## src/rtl/mux_select_scheduler_pkg.sv

```systemverilog
// Shared types and constants for the video-source select scheduler.
package mux_select_scheduler_pkg;

    typedef enum logic {
        MANUAL = 1'b0,
        AUTO   = 1'b1
    } state_e;

    localparam int unsigned SEL_DEFAULT = 0;
    localparam int unsigned SEL_FIRST   = 1;

    // Button i selects source code i+1; code 0 is the default source.
    function automatic int unsigned btn_code(input int unsigned idx);
        return idx + 1;
    endfunction

endpackage

```

## src/rtl/mux_select_scheduler_input_debounce.sv

```systemverilog
// Two-flop synchroniser, consecutive-sample debouncer and registered edge pulses.
module input_debounce #(
    parameter int unsigned DEBOUNCE_CYCLES = 16
) (
    input  logic clock,
    input  logic reset,
    input  logic raw,
    output logic level,
    output logic rise,
    output logic fall
);

    localparam int unsigned CW = $clog2(DEBOUNCE_CYCLES + 1);

    logic          sync1_q;
    logic          sync2_q;
    logic          level_q;
    logic          level_prev_q;
    logic          rise_q;
    logic          fall_q;
    logic [CW-1:0] cnt_q;

    always_ff @(posedge clock or negedge reset) begin
        if (!reset) begin
            sync1_q      <= 1'b0;
            sync2_q      <= 1'b0;
            level_q      <= 1'b0;
            level_prev_q <= 1'b0;
            rise_q       <= 1'b0;
            fall_q       <= 1'b0;
            cnt_q        <= '0;
        end else begin
            sync1_q      <= raw;
            sync2_q      <= sync1_q;
            level_prev_q <= level_q;
            rise_q       <= level_q & ~level_prev_q;
            fall_q       <= ~level_q & level_prev_q;
            // Any sample matching the current level restarts the run.
            if (sync2_q != level_q) begin
                if (cnt_q == CW'(DEBOUNCE_CYCLES - 1)) begin
                    level_q <= sync2_q;
                    cnt_q   <= '0;
                end else begin
                    cnt_q <= cnt_q + CW'(1);
                end
            end else begin
                cnt_q <= '0;
            end
        end
    end

    assign level = level_q;
    assign rise  = rise_q;
    assign fall  = fall_q;

endmodule

```

## src/rtl/mux_select_scheduler.sv

```systemverilog
// Video-source mux select sequencer: debounced buttons, priority pick, auto-rotate and hold.
module mux_select_scheduler
    import mux_select_scheduler_pkg::*;
#(
    parameter int unsigned NUM_SRC         = 5,
    parameter int unsigned DEBOUNCE_CYCLES = 16,
    parameter int unsigned DWELL_CYCLES    = 1024,
    parameter int unsigned SEL_WIDTH       = 3
) (
    input  logic                 clock,
    input  logic                 reset,
    input  logic [NUM_SRC-1:0]   buttons,
    input  logic                 switch,
    input  logic                 hold,
    output logic [SEL_WIDTH-1:0] sel_out,
    output logic                 sel_changed,
    output logic                 auto_active
);

    localparam int unsigned DW = $clog2(DWELL_CYCLES + 1);

    logic [NUM_SRC-1:0] btn_level;
    logic [NUM_SRC-1:0] btn_rise;
    logic [NUM_SRC-1:0] btn_fall;
    logic               sw_level;
    logic               sw_rise;
    logic               sw_fall;

    for (genvar g = 0; g < NUM_SRC; g++) begin : g_btn
        input_debounce #(
            .DEBOUNCE_CYCLES(DEBOUNCE_CYCLES)
        ) u_btn (
            .clock(clock),
            .reset(reset),
            .raw  (buttons[g]),
            .level(btn_level[g]),
            .rise (btn_rise[g]),
            .fall (btn_fall[g])
        );
    end

    input_debounce #(
        .DEBOUNCE_CYCLES(DEBOUNCE_CYCLES)
    ) u_sw (
        .clock(clock),
        .reset(reset),
        .raw  (switch),
        .level(sw_level),
        .rise (sw_rise),
        .fall (sw_fall)
    );

    // Levels and button releases carry no scheduling meaning.
    logic unused_sigs;
    assign unused_sigs = ^{btn_level, btn_fall, sw_level};

    logic                 press_any;
    logic [SEL_WIDTH-1:0] win_code;

    always_comb begin
        press_any = 1'b0;
        win_code  = '0;
        for (int i = NUM_SRC - 1; i >= 0; i--) begin
            if (btn_rise[i]) begin
                press_any = 1'b1;
                win_code  = SEL_WIDTH'(btn_code(unsigned'(i)));
            end
        end
    end

    state_e               state_q, state_d;
    logic [SEL_WIDTH-1:0] sel_q, sel_d, sel_next;
    logic [DW-1:0]        dwell_q, dwell_d;

    assign sel_next = (sel_q >= SEL_WIDTH'(NUM_SRC)) ? SEL_WIDTH'(SEL_FIRST)
                                                     : sel_q + SEL_WIDTH'(1);

    always_comb begin
        state_d = state_q;
        sel_d   = sel_q;
        dwell_d = dwell_q;
        if (sw_rise) begin
            state_d = AUTO;
        end else if (sw_fall) begin
            state_d = MANUAL;
        end
        if (state_d == AUTO && state_q == MANUAL) begin
            dwell_d = '0;
        end
        if (!hold) begin
            if (state_d == AUTO) begin
                if (state_q == MANUAL) begin
                    sel_d = SEL_WIDTH'(SEL_FIRST);
                end else if (dwell_q == DW'(DWELL_CYCLES - 1)) begin
                    dwell_d = '0;
                    sel_d   = sel_next;
                end else begin
                    dwell_d = dwell_q + DW'(1);
                end
            end
            // Applied after the mode update so a press overrides entry and expiry.
            if (press_any) begin
                sel_d   = win_code;
                dwell_d = '0;
            end
        end
    end

    always_ff @(posedge clock or negedge reset) begin
        if (!reset) begin
            state_q     <= MANUAL;
            sel_q       <= SEL_WIDTH'(SEL_DEFAULT);
            dwell_q     <= '0;
            sel_changed <= 1'b0;
            auto_active <= 1'b0;
        end else begin
            state_q     <= state_d;
            sel_q       <= sel_d;
            dwell_q     <= dwell_d;
            sel_changed <= (sel_d != sel_q);
            auto_active <= (state_d == AUTO);
        end
    end

    assign sel_out = sel_q;

endmodule

```

## config.mk

```make
export PLATFORM = sky130hd
export DESIGN_NAME = mux_select_scheduler
export DESIGN_NICKNAME = d
export VERILOG_FILES = /design/src/rtl/mux_select_scheduler_pkg.sv /design/src/rtl/mux_select_scheduler_input_debounce.sv /design/src/rtl/mux_select_scheduler.sv
export SDC_FILE = /design/constraint.sdc
export NUM_CORES = 1
export LEC_CHECK = 0
export ABC_AREA = 1
export CORE_UTILIZATION = 45
export DETAILED_ROUTE_END_ITERATION = 7
export MAX_ROUTING_LAYER = met4
export SYNTH_ARGS = -nofsm -noshare
export SYNTH_HDL_FRONTEND = slang
export SYNTH_SLANG_ARGS = --single-unit
export TNS_END_PERCENT = 20
```

## constraint.sdc

```tcl
create_clock -name clock -period 2.1 [get_ports clock]
set_input_delay 0.21 -clock clock [delete_from_list [all_inputs] [get_ports clock]]
set_output_delay 0.21 -clock clock [all_outputs]
set_load 0.1 [all_outputs]
```

======== After elaboration in Yosys (flattened, before gate mapping) ========
Cells that the tools add are included.
cells by class
  multiplexer cells ....................... 36
  reduce and logical (&&, ||, !) cells .... 7
  equality and inequality tests ........... 14
  magnitude comparators ................... 1
  bitwise gates (word level) .............. 15
  $add $sub $neg .......................... 8
operators with widths
  cell                                                                     count
  11-bit two-way mux                                                       6
  5-bit two-way mux                                                        12
  3-bit two-way mux                                                        11
  5-bit by 1-bit adder with 5-bit output, second input constant            6
  5-bit by 4-bit equality test with 1-bit output, second input constant    6
  2-bit AND reduction                                                      6
  11-bit by 1-bit adder with 11-bit output, second input constant          1
  11-bit by 10-bit equality test with 1-bit output, second input constant  1
  1-bit inverter                                                           8
  1-bit AND                                                                7
  1-bit two-way mux                                                        7
  1-bit != test                                                            6
  3-bit by 1-bit adder with 3-bit output, second input constant            1
  3-bit >= comparator, second input constant                               1
  3-bit != test                                                            1
  1-bit logical AND                                                        1
storage, ports and cells
  output and inout bits ................... 5
  register bits after elaboration ......... 77
  input bits .............................. 9
  word-level logic and storage cells ...... 122

======== Logic depth before layout (Yosys ltp) ========
Gate-level depths: netlist of the first run.
  word-level depth ........................ 8
  depth in mapped cells ................... 15

======== Modules after synthesis ========
A second synthesis of the first run with hierarchy kept.
unflattened totals
  cells, all modules ...................... 425
  area total of the unflattened synthesis .. 3652.3 µm²
modules (own cells, without submodules)
  module                area an instance (µm²)  sequential area each (µm²)  instances  cells an instance
  input_debounce        412.9                   275.3                       6          42
  mux_select_scheduler  1174.9                  400.4                       1          173

======== Least setup slack after synthesis of the first run ========
OpenSTA, ideal clock, no wires.
  path kind ............................... register to register
  start ................................... register sel_q[1], in the netlist sel_out[1]
  end ..................................... register sel_changed
  arrival time ............................ 2.316 ns
  required time ........................... 1.981 ns
  path buffers ............................ 0
  path slack .............................. -0.335 ns
  stages on the path, launching flop included .. 16
  cell sequence ........................... dfrtp_1 inv_1 ha_1 inv_1 nand2_1 nand2_1 inv_1 or2_2 nand2_1 nand3_1 nand2_1 inv_1 nand2_1 nand2_1 nor2_1 nand2_1
on the way
  longest elaborated chain between the ends .. 8
RTL lines
  what                                                                           line                                                    text
  start, declared                                                                mux_select_scheduler.sv:72                              logic [SEL_WIDTH-1:0] sel_q, sel_d, sel_next;
  start signal, assigned                                                         mux_select_scheduler.sv:112                             sel_q <= SEL_WIDTH'(SEL_DEFAULT);
  start signal, assigned                                                         mux_select_scheduler.sv:118                             sel_q <= sel_d;
  3-bit by 1-bit adder with 3-bit output or 3-bit >= comparator (tied branches)  mux_select_scheduler.sv:76, mux_select_scheduler.sv:75
  3-bit two-way mux                                                              mux_select_scheduler.sv:75                              assign sel_next = (sel_q >= SEL_WIDTH'(NUM_SRC)) ? SEL_WIDTH'(SEL_FIRST)
  3-bit two-way mux                                                              mux_select_scheduler.sv:94                              end else if (dwell_q == DW'(DWELL_CYCLES - 1)) begin
  3-bit two-way mux                                                              mux_select_scheduler.sv:92                              if (state_q == MANUAL) begin
  3-bit two-way mux                                                              mux_select_scheduler.sv:91                              if (state_d == AUTO) begin
  3-bit two-way mux                                                              mux_select_scheduler.sv:102                             if (press_any) begin
  3-bit two-way mux                                                              mux_select_scheduler.sv:90                              if (!hold) begin
  3-bit != test *                                                                mux_select_scheduler.sv:120                             sel_changed <= (sel_d != sel_q);
  end signal, assigned                                                           mux_select_scheduler.sv:120
  end, declared                                                                  mux_select_scheduler.sv:16                              output logic sel_changed,
Every way passes the cells marked *; elsewhere a longest branch is shown, timed or not.
A chain may end at the register's enable or synchronous reset.

======== Worst setup path after layout of the first run ========
  start ................................... register dwell_q[0]
  end ..................................... register sel_changed
on the way
  longest elaborated chain between the ends .. 7
RTL lines
  what                                              line                         text
  start, declared                                   mux_select_scheduler.sv:73   logic [DW-1:0] dwell_q, dwell_d;
  start signal, assigned                            mux_select_scheduler.sv:119  dwell_q <= dwell_d;
  11-bit by 10-bit equality test with 1-bit output  mux_select_scheduler.sv:94
  3-bit two-way mux                                 mux_select_scheduler.sv:94
  3-bit two-way mux                                 mux_select_scheduler.sv:92
  3-bit two-way mux                                 mux_select_scheduler.sv:91
  3-bit two-way mux                                 mux_select_scheduler.sv:102
  3-bit two-way mux                                 mux_select_scheduler.sv:90
  3-bit != test                                     mux_select_scheduler.sv:120
No other way between the ends.

==> results.cfg, run 1 <==
[finish]
layout-drive-gt1-share_pct = 11.9
nets = 391
syn_to_final_growth_pct = 14.1
insertedDiodeCount = 0
fillerInstances = 621

[power]
power_mw = 3.32
p_leak_nw = 1.92
p_per_area_mw_per_mm2 = 882
vdd_drop_max_mv = 0.385

[routing]
wirelength_mm = 5.25
num_vias = 2252
ant_nets = 0
drt_iter0_markers = 99
drc = 0
viasPerCell = 4.75
wl_per_cell_microns = 11.1
dr.pass1.iters = 4

[sta]
post-route-period-util_pct = 86.0
maxSlewHeadroom_pct = 48.6
setup_viol = 0
skew_ps = 8.61
worst_pin_slew_ps = 772
fmax_ghz = 0.554
layout_min_cycle_time_ps = 1810
slew_violations = 0
hold_ws_ps = 291
hold_violations = 0
rsz0062_at_grt = false
fin_tns_setup_ps = 0

[die]
placeableCoreArea_sq_mm = 0.00694
pin_count = 14
die_h_microns = 87.6
start_util_pct = 47.5
chipWidth_microns = 87.6
die_area_sq_mm = 0.00767
core.rowCount = 30

[synthesis]
synth.mux.area_fraction_pct = 0
synthCells = 345
synth_xor_area_share_pct = 3.19
yosys_register_bits = 77
synth_area_leaders = dfrtp_1 (58%), nand2_1 (6.4%), nor2_1 (6.0%)
synth_compound_area_share_pct = 6.91
netlist-cell-type-count = 33
yosysTopAreaCellShare_pct = 58.4
yosysWarnings = 0
yosys.area.top_type = dfrtp_1
synth_most_common_cell = dfrtp_1
syn_area_sq_mm = 0.00330
synth_nets = 363
synth_top_cells_by_count = dfrtp_1 (77), nand2_1 (56), nor2_1 (53)
yosys.area_share.simple_pct = 22.2
synth_top_family_by_area = simple AND/OR/NAND/NOR gates
async_flop_share_pct = 100
avgSynthCellArea_sq_um = 9.56
synth_ff_type = dfrtp_1
synth_edf_count = 0
ys_seq_area_share_pct = 58.4
synthAdderAreaFrac_pct = 3.42

[placement]
gp_congestion = 0.825
io_buffers = 13
dp_hpwl_mm = 3.71

[cts]
cts_setup_buffers = 0
cts_tree = done
cts_root_buf = clkbuf_8
clock_sinks = 77
htreeDepth = 3
clkTransAtPathRegs_ps = 80
clockBufferDepth = 2
ctsResizeCount = 0
numCtsBuffers = 9
insertion_delay_ps = 350

[critical_path]
crit_fanout = 5
critical_path_arrival_ps = 2040
crit_type = register to register
crit_path_end_kind = register
startpoint_type = register
required_ps = 2340

[job]
max-cap-violations = 0

[worst_hold_path]
min_path_type = input port to register

[global_routing]
grt-ovfl-total = 0
grt_pass1_vias = 2206
grt.total_usage_pct = 16.7
grt_pass1_wl_mm = 9.59
grt_max_degree = 64
antenna_found_initial = 0

[status]
status = completed
[metal layers]
layer / wire length (microns) / track usage (%) / vias to the layer above
li1: - / - / 1155
met2: 2390 / 25.8 / 37
met3: 175 / 3.96 / 7
met4: 78 / 7.60 / 0
met1: 2600 / 21.1 / 1053
met5: 0 / - / -
[cells in the final DEF, fill, tap and decap left out, drive strengths merged, types with 7 or more instances in the layout]
cell and instances:
nor2 58, dfrtp 77, nand2 57, nor3 13
o21ai 12, clkbuf 10, ha 9, buf 10
a21oi 19, clkdlybuf4s50 7, inv 49, nand3 21
[sequential cells by signal, indices dropped and copies added (netlist names), 3 cells and up]
register and flops:
g_btn.u_btn.rise 5, dwell_q 11, sel_out 3, g_btn.u_btn.level 5, g_btn.u_btn.sync2_q 5, u_sw.cnt_q 5, g_btn.u_btn.level_prev_q 5, g_btn.u_btn.sync1_q 5
g_btn.u_btn.cnt_q 25
[report_power, final]
part,total (mW),switching (mW),internal [mW]
Combinational,0.559,0.397,0.161
Sequential,1.65,0.0739,1.57
Clock,1.11,0.535,0.579
Total,3.32,1.01,2.31
[per-stage QoR]
stage	std cells	instance area [sq um]	util (%)	setup slack, ps
finish	474	3760	54.2	294
global route	474	3760	54.2	9.35
CTS	474	3760	54.2	293
detailed placement	457	3550	51.2	282
global placement	457	3550	51.2	277
floorplan	345	3300	-	5.18
[layout make-up]
class | instances | area, sq um | area share (%)
clock buffers | 10 | 138 | 3.66
clock inverters | 6 | 61.3 | 1.63
inverters | 48 | 183 | 4.86
multi-input cells | 219 | 1180 | 31.3
flip-flops and latches | 77 | 1930 | 51.3
well taps | 96 | 120 | 3.19
repair buffers | 18 | 155 | 4.12
[cells by family after synthesis]
group           Yosys count
simple gates            159
fa+ha+maj                 9
compound gates           39
buf+inv                  49
xor+xnor                 12
flops                    77
[worst paths after layout]
kind,startpoint,endpoint,slack [ps],cells past startpoint
max,dwell_q[0]$_DFF_PN0_,sel_changed$_DFF_PN0_,290,14
min,buttons[0],g_btn[0].u_btn.sync1_q$_DFF_PN0_,290,1
max reg2reg,dwell_q[0]$_DFF_PN0_,sel_changed$_DFF_PN0_,290,14
min reg2reg,u_sw.sync1_q$_DFF_PN0_,u_sw.sync2_q$_DFF_PN0_,350,0
max in group asynchronous,reset,g_btn[0].u_btn.level_prev_q$_DFF_PN0_,980,3
min in group asynchronous,reset,dwell_q[4]$_DFF_PN0_,460,2
[timing repair]
| item | CTS | global route |
|---|---|---|
| hold buffers | 1 | 0 |
| setup endpoints to repair | 0 | 0 |
| hold endpoints to repair | 61 | 0 |
[worst max-delay path: stages (launching register included)]
cell and delay, ps:
dfrtp_1 390, ha_1 170, nand2_1 70, nor2_1 310
nand2_2 120, nor2_1 110, nand3_1 70, nand2_1 60
nand2_1 50, nand2_1 70, nand2_1 60, nand3_1 80
nand2_1 50, inv_1 40, nand2_1 50
Power figures use the tool's default switching activity.
==> run 2: changes to the inputs <==
Settings changed: SLEW_MARGIN set to 20.
==> results of run 2 <==
Same layout as run 1: the final DEF is identical, and so are final timing and power.
==> run 3: changes to the inputs <==
Settings changed: CTS_CLUSTER_SIZE set to 12.
==> results of run 3 <==
Same layout as run 1: the final DEF is identical, and so are final timing and power.
